`config.mk`:
```
export PLATFORM = sky130hd
export DESIGN_NAME = reg_file_param
export DESIGN_NICKNAME = d
export VERILOG_FILES = /design/src/rtl/reg_file_param.sv
export SDC_FILE = /design/constraint.sdc
export NUM_CORES = 2
export LEC_CHECK = 0
export BUFFER_PORTS_ARGS = -buffer_cell sky130_fd_sc_hd__buf_2
export CELL_PAD_IN_SITES_DETAIL_PLACEMENT = 1
export CELL_PAD_IN_SITES_GLOBAL_PLACEMENT = 2
export CORE_MARGIN = 10
export CORE_UTILIZATION = 42
export CTS_CLUSTER_DIAMETER = 100
export DETAILED_ROUTE_END_ITERATION = 7
export GPL_TIMING_DRIVEN = 0
export PLACE_DENSITY_LB_ADDON = 0.1
export SETUP_SLACK_MARGIN = 0.1
export SLEW_MARGIN = 25
export SYNTH_ARGS = -nofsm -noshare
export SYNTH_HDL_FRONTEND = slang
export SYNTH_SLANG_ARGS = --single-unit
```
`constraint.sdc`:
```
create_clock -name clock -period 6.75 [get_ports clock]
set_input_delay 0.675 -clock clock [delete_from_list [all_inputs] [get_ports clock]]
set_output_delay 0.675 -clock clock [all_outputs]
set_load 0.02 [all_outputs]
```
`src/rtl/reg_file_param.sv`:
```
// -----------------------------------------------------------------------------
// reg_file_param
//
// General-purpose register file for the 32-bit processor datapath: one write
// port with per-byte write mask and two independent read ports. Register 0 can
// be hardwired to zero, a write can be forwarded to a same-cycle read of the
// same address (bypass), and read data can optionally be registered for one
// cycle of latency.
//
// Ports:
//   clock    in   rising-edge clock
//   clear    in   asynchronous active-low reset; clears the array (and the
//                 read registers when REG_OUT=1)
//   we       in   write enable
//   waddr    in   [ADDR_W]   write address
//   wdata    in   [WIDTH]    write data
//   wmask    in   [WIDTH/8]  byte write enables, bit k covers wdata[8k+7:8k]
//   raddr_a  in   [ADDR_W]   read address, port A
//   raddr_b  in   [ADDR_W]   read address, port B
//   rdata_a  out  [WIDTH]    read data, port A
//   rdata_b  out  [WIDTH]    read data, port B
// -----------------------------------------------------------------------------
module reg_file_param #(
    parameter int WIDTH    = 32,
    parameter int NUM_REGS = 32,
    parameter int ADDR_W   = 5,
    parameter int ZERO_REG = 1,
    parameter int BYPASS   = 1,
    parameter int REG_OUT  = 0
) (
    input  logic                 clock,
    input  logic                 clear,
    input  logic                 we,
    input  logic [ADDR_W-1:0]    waddr,
    input  logic [WIDTH-1:0]     wdata,
    input  logic [WIDTH/8-1:0]   wmask,
    input  logic [ADDR_W-1:0]    raddr_a,
    input  logic [ADDR_W-1:0]    raddr_b,
    output logic [WIDTH-1:0]     rdata_a,
    output logic [WIDTH-1:0]     rdata_b
);

    localparam int NBYTES = WIDTH / 8;

    // Elaboration-time parameter sanity checks.
    if ((WIDTH % 8) != 0 || WIDTH < 8) begin : g_bad_width
        $error("reg_file_param: WIDTH must be a positive multiple of 8");
    end
    if (NUM_REGS < 2 || NUM_REGS > 256) begin : g_bad_num_regs
        $error("reg_file_param: NUM_REGS must be within 2..256");
    end
    if ((2 ** ADDR_W) < NUM_REGS) begin : g_bad_addr_w
        $error("reg_file_param: ADDR_W too narrow for NUM_REGS");
    end

    // Byte-wise merge: masked bytes come from the new word, the rest are kept.
    function automatic logic [WIDTH-1:0] merge_bytes(
        input logic [WIDTH-1:0]  old_word,
        input logic [WIDTH-1:0]  new_word,
        input logic [NBYTES-1:0] mask
    );
        logic [WIDTH-1:0] res;
        res = old_word;
        for (int k = 0; k < NBYTES; k++) begin
            if (mask[k]) begin
                res[8*k +: 8] = new_word[8*k +: 8];
            end
        end
        return res;
    endfunction

    // True when the address names an implemented register.
    function automatic logic in_range(input logic [ADDR_W-1:0] addr);
        return 32'(addr) < 32'(NUM_REGS);
    endfunction

    // Addresses that must always read as zero: beyond the array, or the
    // hardwired register 0.
    function automatic logic reads_zero(input logic [ADDR_W-1:0] addr);
        return !in_range(addr) || ((ZERO_REG != 0) && (addr == '0));
    endfunction

    // Resolve one read port: zero rules first, then bypass of a same-cycle
    // valid write, then the stored word.
    function automatic logic [WIDTH-1:0] read_sel(
        input logic [ADDR_W-1:0] addr,
        input logic [WIDTH-1:0]  stored,
        input logic              wr_hit_ok,
        input logic [ADDR_W-1:0] wr_addr,
        input logic [WIDTH-1:0]  wr_word
    );
        if (reads_zero(addr)) begin
            return '0;
        end else if ((BYPASS != 0) && wr_hit_ok && (addr == wr_addr)) begin
            return wr_word;
        end else begin
            return stored;
        end
    endfunction

    logic [WIDTH-1:0]  regs [NUM_REGS];

    logic              wr_valid;
    logic [ADDR_W-1:0] wr_idx;
    logic [WIDTH-1:0]  wr_merged;
    logic [ADDR_W-1:0] rd_idx_a;
    logic [ADDR_W-1:0] rd_idx_b;
    logic [WIDTH-1:0]  rd_a_p0;
    logic [WIDTH-1:0]  rd_b_p0;

    // ---- Stage p0: write qualification, merge and combinational read ----
    // A write with an empty mask changes nothing, so it is not treated as a
    // write at all; this also keeps it from triggering the bypass path.
    always_comb begin
        wr_valid  = we && (wmask != '0) && !reads_zero(waddr);
        // Out-of-range addresses are steered to entry 0 so the array index is
        // always legal; the result is discarded by wr_valid / reads_zero.
        wr_idx    = in_range(waddr)   ? waddr   : '0;
        rd_idx_a  = in_range(raddr_a) ? raddr_a : '0;
        rd_idx_b  = in_range(raddr_b) ? raddr_b : '0;
        wr_merged = merge_bytes(regs[wr_idx], wdata, wmask);
        rd_a_p0   = read_sel(raddr_a, regs[rd_idx_a], wr_valid, waddr, wr_merged);
        rd_b_p0   = read_sel(raddr_b, regs[rd_idx_b], wr_valid, waddr, wr_merged);
    end

    // Register 0 is never written when ZERO_REG=1 because wr_valid excludes it,
    // so its storage simply stays at the reset value.
    always_ff @(posedge clock or negedge clear) begin
        if (!clear) begin
            for (int i = 0; i < NUM_REGS; i++) begin
                regs[i] <= '0;
            end
        end else if (wr_valid) begin
            regs[wr_idx] <= wr_merged;
        end
    end

    // ---- Stage p1: optional read output register ----
    if (REG_OUT != 0) begin : g_reg_out
        logic [WIDTH-1:0] rd_a_p1;
        logic [WIDTH-1:0] rd_b_p1;

        // Sampling rd_x_p0 at the edge captures either the bypassed merged
        // word or the pre-edge stored word, matching the BYPASS setting.
        always_ff @(posedge clock or negedge clear) begin
            if (!clear) begin
                rd_a_p1 <= '0;
                rd_b_p1 <= '0;
            end else begin
                rd_a_p1 <= rd_a_p0;
                rd_b_p1 <= rd_b_p0;
            end
        end

        assign rdata_a = rd_a_p1;
        assign rdata_b = rd_b_p1;
    end else begin : g_comb_out
        assign rdata_a = rd_a_p0;
        assign rdata_b = rd_b_p0;
    end

endmodule
```
**Word level (Yosys, flattened, before mapping)**

Cells that the tools add are included.
Widths: inputs -> output; s select.

- Magnitude comparators: 4
- Reduce and logical (&&, ||, !) cells: 10
- Bitwise logic cells: 3
- Eq/ne operators: 2
- Mux-type cells: 20

Operators by type and width:

| kind | count |
|---|---|
| $bwmux 1024 | 1 |
| $bmux 32 s5 | 3 |
| $mux 32 | 11 |
| $demux 32 s5 | 1 |
| $mux 8 | 4 |
| $ge 6x6->1 const B | 3 |
| $not 5->6 | 3 |
| $logic_not 5->1 | 3 |
| $eq 5x5->1 | 2 |
| $lt 6x1->1 const B | 1 |
| $logic_and 1x1->1 | 5 |
| $reduce_bool 4->1 | 1 |
| $logic_not 1->1 | 1 |

- Input bits: 54
- Register bits: 1024
- Logic and storage cells: 71

**Depth between registers and ports, before layout**

- Depth after elaboration: 7
- Gate-level depth with buffers: 13

**Least setup slack after synthesis**

OpenSTA, ideal clock, no wires.

- Path type: input to output
- Start point: in waddr[0]
- End point: out rdata_b[4]
- Cell stages on the path: 10
- Arrival time: 3280 ps
- Path slack: 2795 ps
- Buffers on the path: 4
- Cells stage by stage: buf_6 buf_6 buf_6 buf_4 xor2_1 nor3_1 nand4_1 nand2_1 o22ai_1 a2111oi_0

- Cells in the longest elaborated chain, start to end: 7

RTL lines:

| element | line | RTL |
|---|---|---|
| from (decl) | 34 | `input logic [ADDR_W-1:0] waddr,` |
| $not 5->6 (implied by the code) | 121 | `wr_merged = merge_bytes(regs[wr_idx], wdata, wmask);` |
| $bmux 32 s5 | 121 |  |
| $mux 32 (implied by the code) (2 in series) | 121 |  |
| $mux 8 | 65 | `if (mask[k]) begin` |
| $mux 32 (*) | 94 | `end else if ((BYPASS != 0) && wr_hit_ok && (addr == wr_addr)) begin` |
| $mux 32 (*) | 92 | `if (reads_zero(addr)) begin` |
| to (decl) | 40 | `output logic [WIDTH-1:0] rdata_b` |

Every way passes the cells marked *; elsewhere a longest branch is shown, timed or not. The select of a mux whose other input is x is not followed.

**Worst setup path in the final report**

- Start point: in waddr[1]
- End point: out rdata_b[4]

The elaborated chain is that of the path after synthesis.

==> flow_summary.ini <==
[route]
routed-wl-met3_microns = 75800
dr.pass1.iters = 7
antenna_left = 0
wl_met2_microns = 161000
vias = 60600
met1_length_microns = 154000
wl_per_cell_microns = 54.6
routed_via_density = 7.75
top_layer = met5
drc = 0
routed_wl_microns = 427000
drt_iter0_markers = 11400

[sta]
fin_ws_ns = -0.289
rsz0062_at_grt = no
hold_viol_final = 0
slew_viol_final = 0
worst_pin_slew_ns = 1.39
clock_skew_ns = 0.0554
period_needed_ns = 7.04
fmax_ghz = 0.142
slew_headroom = 0.0696
finalSetupViolCount = 5
post-route-period-util = 1.04

[global_route]
grt_pass1_vias = 56900
grt_max_degree = 116
track_usage = 0.497
grt_antenna_before_repair = 53
grt_pass1_wl_microns = 553000
gr-total-overflow = 0

[synthesis]
syn_inst = 5327
synth-seq-area-share = 0.404
synth_edf_count = 0
ys_ff_latch = 1024
ys_warn_count = 0
synth_cell_type_count = 80
yosys-top-cells-count = nand2_1, dfrtp_1, mux4_2
syn-cell-area_sq_um = 63400
synth_top_area_frac = 0.404
synth.avg_cell_area_sq_um = 11.9
synth.net_count = 5381
synth_area_leaders = dfrtp_1, mux4_2, mux2_2, nand2_1, mux2i_1
yosysMostFrequentCell = nand2_1
yosysTopAreaCell = dfrtp_1
ys.flop_type = dfrtp_1
synthArstFlopShare = 1.00

[run_status]
violations = negative setup slack
outcome = complete, but fails checks

[floorplan]
coreArea_sq_um = 150000
die_h_microns = 409
start_util = 0.423
ioPinCount = 118
fp.dieArea_sq_um = 167000
rows = 142
die_w_microns = 409

[setup_path]
path_max_fanout = 10
cp_slowest_stage_delay_ns = 1.06
arrival_ns = 6.36
crit_path_frequent_cell = buf_2
path_cells = buf_2 > buf_4 > buf_2 > buf_2 > xnor2_1 > nand4_1 > nand2_2 > o22ai_1 > a2111oi_1 > buf_2
criticalPathCategory = in2out
cp-end-kind = output pin
reg2reg_from = regs[338]$_DFFE_PN0P_
start_kind = input port
crit_buf_inv = 5
cp-startpoint = waddr[1]
cp.required_ns = 6.07
cp_top_family = buffers and inverters
cpMaxStageDelayCell = nand4_1

[layout]
top_register = regs
largest_reg_flops = 1024
syn2layout_area_growth_pct = 16.0
utilization = 0.491
final_layout_size_suffix_gt1_frac = 0.343
reg_top3 = regs (1024)
nets = 5709

[min_path]
hp-class = in2async

[power_and_ir_drop]
power_leakage_nw = 32.3
peakVddDrop_v = 0.000264
p_sw_mw = 8.01
p_per_area_nw_per_um2 = 304
p_comb_frac = 0.270
power.internal_mw = 14.4
p_sw_frac = 0.358
p_seq_frac = 0.385
clockPowerShare = 0.345

[clock_network]
clk_pin_slew_ns = 0.06
cts_tree = yes
post_cts_buffers = 0
cts.sinks = 1024
clockBufferDepth = 3
cts_buffers = 132
root_buffer = clkbuf_16
htreeDepth = 4
clk-insertion-delay-late_ns = 0.82

[place]
io_buffers = 108
place_congestion = 1.08
pre_cts_slack_ns = 0.0533
detailed_place_hpwl_microns = 309000

[run]
max-cap-violations = 0
-- cell usage in the layout (no fill, tap or decap), types with 27 or more instances in the layout --
master	n
clkbuf_2	138
mux4_2	666
buf_12	29
mux2_2	434
nor2_1	86
clkbuf_1	168
o21ai_0	431
buf_6	47
nand2_1	1098
buf_16	52
a21oi_1	63
nand3_1	35
a211oi_1	27
nand2b_1	30
buf_4	31
a22oi_1	91
a22o_1	29
clkbuf_8	30
diode_2	52
o22ai_1	96
clkbuf_16	132
buf_2	297
dfrtp_1	1024
nor2b_1	34
mux2i_1	330
-- metrics by stage --
step	hold WS, ns	setup TNS [ns]	power (mW)	cell area [sq um]	instances
6_report	0.348	-0.735	22.4	73600	7825
5_1_grt	0.374	0	22.8	73400	7780
3_5_place_dp	0.489	0	14.3	68800	7535
3_3_place_gp	0.477	-	14.0	66500	7451
2_1_floorplan	0.379	0	11.6	63400	5327
4_1_cts	0.348	0	21.9	73400	7772
-- cell families after synthesis --
family	Yosys count	share of synthesized area
XOR/XNOR	10	0.00138
buffers and inverters	575	0.0462
multiplexers	1455	0.371
AO/OA/AOI/OAI	867	0.0867
flip-flops	1024	0.404
AND/OR/NAND/NOR	1396	0.0903
-- power by group through the flow --
stage,clock (mW),sequential (mW),combinational [mW]
global route,7.93,8.70,6.12
CTS,7.66,8.51,5.69
floorplan,0,8.06,3.55
detailed placement,0,8.60,5.66
finish,7.72,8.62,6.04
global placement,0,8.52,5.45
-- final timing paths --
check / to / slack [ns] / cells after the start
min in group clock: regs[148]$_DFFE_PN0P_ / 0.37 / 3
max in group asynchronous: regs[339]$_DFFE_PN0P_ / 4.00 / 6
setup reg to reg: regs[466]$_DFFE_PN0P_ / 2.94 / 6
hold reg to reg: regs[992]$_DFFE_PN0P_ / 0.51 / 1
hold / removal: regs[328]$_DFFE_PN0P_ / 0.35 / 2
setup / recovery: rdata_b[4] / -0.29 / 10
-- final cells by class --
type                       count  area, sq um
antenna                       52          130
clock inverter                51          777
fill                       15600        76400
buffer                       562         3090
sequential                  1024        25600
inverter                      13         48.8
multi-input combinational   3728        35000
clock buffer                 185         3800
tap                         2016         2520
timing repair buffer         194         2580
-- metal layers --
layer,vias to the layer above,track usage
met4,48,0.337
met3,1586,0.312
met5,-,0.0224
met2,6362,0.626
li1,20800,-
met1,31900,0.613
-- worst register-to-register path, cell delays in order, from the launching register on --
cell and delay (ns):
dfrtp_1 0.43, mux4_1 0.70, a22oi_1 0.25, a21oi_1 0.09
o32ai_1 1.00, clkbuf_1 0.92, o21ai_0 0.25
-- repair_timing --
action,CTS,global route
hold buffers,1,0
setup endpoints to repair,1,2
hold endpoints to repair,48,0
resized for setup,1,1
Note: power is estimated with default switching activity, not from simulation.
